[config.mk]
export PLATFORM = sky130hd
export DESIGN_NAME = fuse_key_loader
export DESIGN_NICKNAME = d
export VERILOG_FILES = /design/src/rtl/fuse_key_loader.sv
export SDC_FILE = /design/constraint.sdc
export NUM_CORES = 1
export LEC_CHECK = 0
export CAP_MARGIN = 20
export CELL_PAD_IN_SITES_DETAIL_PLACEMENT = 1
export CELL_PAD_IN_SITES_GLOBAL_PLACEMENT = 1
export CORE_ASPECT_RATIO = 0.6
export CORE_MARGIN = 2
export CORE_UTILIZATION = 30
export DETAILED_ROUTE_END_ITERATION = 6
export GPL_TIMING_DRIVEN = 1
export PLACE_DENSITY = 0.79
export SYNTH_ARGS = -nofsm -noshare
export SYNTH_HDL_FRONTEND = slang
export SYNTH_SLANG_ARGS = --single-unit
[constraint.sdc]
create_clock -name clk_i -period 2.25 [get_ports clk_i]
set_input_delay 0.3375 -clock clk_i [delete_from_list [all_inputs] [get_ports clk_i]]
set_output_delay 0.3375 -clock clk_i [all_outputs]
set_load 0.005 [all_outputs]
[src/rtl/fuse_key_loader.sv]
// fuse_key_loader
// Boot-time sequencer that walks fuse indices 0..NUM_KEYS-1. For each index it
// asks the peripheral key table (pkt) for the destination address, reads the
// fuse word in the same cycle, and then issues one 32-bit write on a
// valid/ready channel. An index for which pkt reports the out-of-range
// location is skipped and counted. A write that is not accepted within
// WR_TIMEOUT cycles is dropped and flagged.
//
// Ports
//   clk_i, rst_ni          clock, asynchronous active-low reset
//   start_i                pulse that begins a sequence (ignored while busy)
//   busy_o                 high from the cycle after an accepted start until done_o
//   done_o                 one-cycle completion pulse
//   err_o                  sticky error (skip or write timeout), cleared on start
//   skip_cnt_o[15:0]       saturating count of skipped indices, cleared on start
//   pkt_req_o              pkt lookup strobe
//   pkt_indx_o[31:0]       pkt lookup index (zero-extended current index)
//   pkey_loc_i[63:0]       pkt lookup result, valid the cycle after pkt_req_o
//   fuse_req_o             fuse read strobe
//   fuse_addr_o[31:0]      fuse word index (same as pkt_indx_o)
//   fuse_rdata_i[31:0]     fuse read data, valid the cycle after fuse_req_o
//   wr_valid_o             write request
//   wr_addr_o[63:0]        write address (captured pkt location)
//   wr_data_o[31:0]        write data (captured fuse word)
//   wr_ready_i             write accepted when high together with wr_valid_o
`timescale 1ns/1ps

module fuse_key_loader #(
  parameter int unsigned NUM_KEYS   = 100,
  parameter int unsigned WR_TIMEOUT = 255
) (
  input  logic        clk_i,
  input  logic        rst_ni,
  input  logic        start_i,
  output logic        busy_o,
  output logic        done_o,
  output logic        err_o,
  output logic [15:0] skip_cnt_o,
  output logic        pkt_req_o,
  output logic [31:0] pkt_indx_o,
  input  logic [63:0] pkey_loc_i,
  output logic        fuse_req_o,
  output logic [31:0] fuse_addr_o,
  input  logic [31:0] fuse_rdata_i,
  output logic        wr_valid_o,
  output logic [63:0] wr_addr_o,
  output logic [31:0] wr_data_o,
  input  logic        wr_ready_i
);

  // pkt answers with this location for an index it does not know.
  localparam logic [63:0] LOC_INVALID = 64'h0000_0000_FFFF_FFFF;
  localparam logic [15:0] LAST_IDX    = 16'(NUM_KEYS - 1);
  // The timeout counter starts at 0 in the first WRITE cycle, so the last
  // permitted cycle is the one where it equals WR_TIMEOUT-1.
  localparam logic [15:0] TMO_LAST    = 16'(WR_TIMEOUT - 1);

  typedef enum logic [2:0] {
    S_IDLE,
    S_REQ,
    S_WAIT,
    S_WRITE,
    S_DONE
  } state_e;

  state_e      state_q, state_d;
  logic [15:0] idx_q, idx_d;
  logic [15:0] tmo_q, tmo_d;
  logic [15:0] skip_q, skip_d;
  logic        err_q, err_d;
  logic [63:0] addr_q, addr_d;
  logic [31:0] data_q, data_d;
  logic        advance;

  function automatic logic [15:0] sat_inc16(input logic [15:0] v);
    return (v == 16'hFFFF) ? v : v + 16'd1;
  endfunction

  always_ff @(posedge clk_i or negedge rst_ni) begin
    if (!rst_ni) begin
      state_q <= S_IDLE;
    end else begin
      state_q <= state_d;
    end
  end

  always_comb begin
    state_d    = state_q;
    idx_d      = idx_q;
    tmo_d      = tmo_q;
    skip_d     = skip_q;
    err_d      = err_q;
    addr_d     = addr_q;
    data_d     = data_q;
    advance    = 1'b0;
    busy_o     = 1'b0;
    done_o     = 1'b0;
    pkt_req_o  = 1'b0;
    fuse_req_o = 1'b0;
    wr_valid_o = 1'b0;

    unique case (state_q)
      S_IDLE: begin
        if (start_i) begin
          state_d = S_REQ;
          idx_d   = '0;
          err_d   = 1'b0;
          skip_d  = '0;
        end
      end
      S_REQ: begin
        busy_o     = 1'b1;
        pkt_req_o  = 1'b1;
        fuse_req_o = 1'b1;
        state_d    = S_WAIT;
      end
      S_WAIT: begin
        busy_o = 1'b1;
        addr_d = pkey_loc_i;
        data_d = fuse_rdata_i;
        if (pkey_loc_i == LOC_INVALID) begin
          err_d   = 1'b1;
          skip_d  = sat_inc16(skip_q);
          advance = 1'b1;
        end else begin
          tmo_d   = '0;
          state_d = S_WRITE;
        end
      end
      S_WRITE: begin
        busy_o     = 1'b1;
        wr_valid_o = 1'b1;
        if (wr_ready_i) begin
          advance = 1'b1;
        end else if (tmo_q == TMO_LAST) begin
          // Key is dropped, never retried; only err_o records the loss.
          err_d   = 1'b1;
          advance = 1'b1;
        end else begin
          tmo_d = tmo_q + 16'd1;
        end
      end
      S_DONE: begin
        busy_o  = 1'b1;
        done_o  = 1'b1;
        state_d = S_IDLE;
      end
      default: begin
        state_d = S_IDLE;
      end
    endcase

    if (advance) begin
      if (idx_q == LAST_IDX) begin
        state_d = S_DONE;
      end else begin
        idx_d   = idx_q + 16'd1;
        state_d = S_REQ;
      end
    end
  end

  always_ff @(posedge clk_i or negedge rst_ni) begin
    if (!rst_ni) begin
      idx_q  <= '0;
      tmo_q  <= '0;
      skip_q <= '0;
      err_q  <= 1'b0;
      addr_q <= '0;
      data_q <= '0;
    end else begin
      idx_q  <= idx_d;
      tmo_q  <= tmo_d;
      skip_q <= skip_d;
      err_q  <= err_d;
      addr_q <= addr_d;
      data_q <= data_d;
    end
  end

  assign err_o       = err_q;
  assign skip_cnt_o  = skip_q;
  assign pkt_indx_o  = {16'h0000, idx_q};
  assign fuse_addr_o = {16'h0000, idx_q};
  assign wr_addr_o   = addr_q;
  assign wr_data_o   = data_q;

endmodule

==> results.yml <==
outcome:
  status: "complete, but fails checks"
  violations: "negative setup slack"
power_and_ir_drop:
  p_switching_mw: 4.25
  p_int_mw: 9.16
  p_comb_frac: 0.473
  p_leak_nw: 4.80
  power_density_nw_per_um2: 1170
  clockPowerShare: 0.209
  power_mw: 13.4
  power_frac_seq: 0.318
  vdd_ir_drop_max_v: 0.000633
  p_sw_frac: 0.317
floorplanning:
  die_width_um: 202
  io_pins: 282
  dieHeight_um: 123
  start_util: 0.306
  num_rows: 43
  dieArea_um2: 24800
  core_area_um2: 23100
drt:
  first_pass_iters: 4
  avgViaCountPerCell: 4.95
  vias: 6299
  drtAntennaViolNets: 0
  wl_per_cell_um: 20.7
  finalWirelength_mm: 26.4
  drtIter0Drc: 274
  drc: 0
cells_and_area:
  drive_gt1_frac: 0.332
  antenna_cells: 0
  instances_no_fill: 1272
  layout.nets: 1050
  fillerInstances: 2453
  area_delta_synth_final_pct: 62.2
  mostFrequentLayoutCells: "clkdlybuf4s50_1 (218), dfrtp_1 (146), mux2_2 (97), buf_4 (97), nand2_1 (37)"
  multi_input_area_um2: 3360
  mostFrequentLayoutCell: "clkdlybuf4s50_1"
  regArea_um2: 3710
global_routing:
  grt_first_pass_wirelength_mm: 39.2
  antenna_found_initial: 1
  grt_overflow_total: 0
  grt_pass1_vias: 6819
  grt_max_degree: 61
  grt_usage: 0.208
logic_synthesis:
  ys_seq_elements: 148
  synth_warnings: 0
  yosys-top-cells-area: "dfrtp_1 (53%), mux2_2 (15%), buf_4 (5.2%), or4_1 (2.1%), nand2_1 (2.0%)"
  ys_types: 50
  synthCells: 611
  syn_area_per_cell_um2: 11.5
  yosysTopAreaCellShare: 0.525
  synth_edf_count: 0
  seq_area_frac_synth: 0.525
  yosys.area.top_type: "dfrtp_1"
  synth_flop_cell: "dfrtp_1"
  ys_async_sr_fraction: 1.00
  synth_area_um2: 7050
clock_network:
  clockBufferDepth: 2
  cts_buffers: 17
  clock_sinks: 148
  clk_pin_slew_worst_paths_ns: 0.06
  clkLatencyLatePin_ns: 0.42
  cts_tree: "built"
  cts-root-buf: "clkbuf_16"
  cts-htree-levels: 4
sta:
  worst_slack_ns: -0.0814
  slew_violations: 0
  hold_viol: 0
  fmax_mhz: 429
  finalCritPeriodShare: 1.04
  period_needed_ns: 2.33
  setup_viol: 12
  fin_skew_ns: 0.00877
  rsz0062_at_grt: "yes"
worst_setup_path:
  slowest_delay_ns: 0.54
  timing.critical_path.buf_inv: 3
  crit_fanout: 6
  crit_required_ns: 2.59
  reg2reg_depth: 6
  endpoint_kind: "register"
  reg2reg_slack_ns: -0.03
  critPathSlowestCell: "or4bb_4"
  reg2reg_from: "tmo_q[12]$_DFFE_PN0P_"
  timing.rr.end: "idx_q[11]$_DFF_PN0_"
  cp.arrival_ns: 2.67
  worstPathCellList: "buf_6 -> or4bb_4 -> nor4_4 -> buf_4 -> nand4_1 -> o21a_4 -> buf_12 -> or4_4 -> a21oi_2"
  critPathTopFamily: "simple AND/OR/NAND/NOR gates"
  crit_path_start_kind: "input pin"
  path_class: "in2reg"
placement:
  place_hpwl_mm: 18.6
  routabilityCongestion: 0.819
  dpl_worst_slack_ns: -0.992
  port_buffers: 249
  placed_cells: 1232
min_path:
  whs_endpoint: "wr_addr_o[33]$_DFFE_PN0P_"
  min_from: "pkey_loc_i[33]"
  holdPathStages: 2
  hold_class: "in2reg"
flow_run:
  cap_violations: 0
-- worst max path at each step --
stage | from | endpoint | slack [ns] | depth (start not counted)
floorplan | pkey_loc_i[57] | skip_cnt_o[14]$_DFFE_PN0P_ | -0.1 | 7
detailed placement | pkey_loc_i[57] | idx_q[11]$_DFF_PN0_ | -0.99 | 9
CTS | pkey_loc_i[57] | skip_cnt_o[2]$_DFFE_PN0P_ | -0.05 | 9
finish | pkey_loc_i[33] | skip_cnt_o[2]$_DFFE_PN0P_ | -0.08 | 9
global placement | pkey_loc_i[57] | idx_q[10]$_DFF_PN0_ | -0.99 | 9
global route | tmo_q[12]$_DFFE_PN0P_ | idx_q[6]$_DFF_PN0_ | -0.13 | 7
-- cells in the mapped netlist (4+ instances only) --
cell type  count
a211o_1        7
a21oi_1       21
a221o_1        4
and2_1         4
and3_1        13
buf_4         49
clkbuf_1      23
dfrtp_1      148
ha_1           4
inv_1          7
mux2_2        97
nand2_1       37
nand2b_1       8
nand3_1       17
nand4_1       17
nand4b_1       5
nor2_1        22
nor3_1        14
nor4_1        11
o21a_1         4
o21ai_0        9
o21ai_1        6
o31ai_1       17
or4_1         20
-- sequential cells by signal (all words and copies together) (netlist names) --
name / count
wr_addr_o: 64
tmo_q: 16
skip_cnt_o: 16
err_o: 1
wr_data_o: 32
state_q: 3
idx_q: 16
-- power groups by stage --
stage / Sequential [mW] / Combinational [mW] / Clock (mW)
2_1_floorplan: 4.34 / 2.37 / 0
3_5_place_dp: 4.30 / 5.92 / 0
5_1_grt: 4.40 / 6.78 / 2.99
3_3_place_gp: 4.22 / 5.76 / 0
4_1_cts: 4.28 / 6.16 / 2.87
6_report: 4.27 / 6.34 / 2.80
-- through the flow --
| step | hold slack, ns | util | TNS (ns) | area [um^2] |
|---|---|---|---|---|
| after floorplan | 0.0419 | - | -0.469 | 7210 |
| after global placement | 0.329 | 0.452 | -44.46 | 10400 |
| after detailed placement | 0.318 | 0.452 | -43.75 | 10400 |
| after CTS | 0.127 | 0.483 | -0.128 | 11100 |
| after global routing | 0.125 | 0.496 | -2.26 | 11400 |
| final | 0.151 | 0.496 | -0.330 | 11400 |
-- routing by layer --
| layer | GRT usage | wire length (um) | share of wire | up-vias |
|---|---|---|---|---|
| li1 | - | - | - | 2860 |
| met1 | 0.262 | 11100 | 0.42 | 3220 |
| met2 | 0.337 | 12800 | 0.49 | 199 |
| met3 | 0.0807 | 2140 | 0.081 | 18 |
| met4 | 0.0492 | 265 | 0.010 | 2 |
| met5 | 0 | 13 | 0.00049 | - |
-- logic make-up after synthesis --
family	Yosys count	share of synthesized area
AND/OR/NAND/NOR	189	0.152
multiplexers	100	0.159
XOR/XNOR	2	0.00248
flip-flops	148	0.525
AO/OA/AOI/OAI	85	0.0839
other	1	0.000532
adder cells (fa/ha/maj)	4	0.00710
buffers and inverters	82	0.0701
-- repair_timing --
| action | CTS | global route |
|---|---|---|
| gates resized for setup | 102 | 58 |
| gates cloned | 2 | 2 |
| buffers inserted | 2 | 3 |
| hold buffers | 1 | 0 |
| endpoints found under the hold margin | 43 | 0 |
| pin swaps | 17 | 24 |
| setup endpoints to repair | 52 | 47 |
-- final cells by class --
cell class | instances | area share
Clock inverter | 5 | 0.00656
Tap cell | 315 | 0.0344
Inverter | 7 | 0.00230
Clock buffer | 25 | 0.0424
Sequential cell | 148 | 0.324
Timing Repair Buffer | 359 | 0.297
Multi-Input combinational cell | 413 | 0.294
Note: power is estimated with default switching activity, not from simulation.
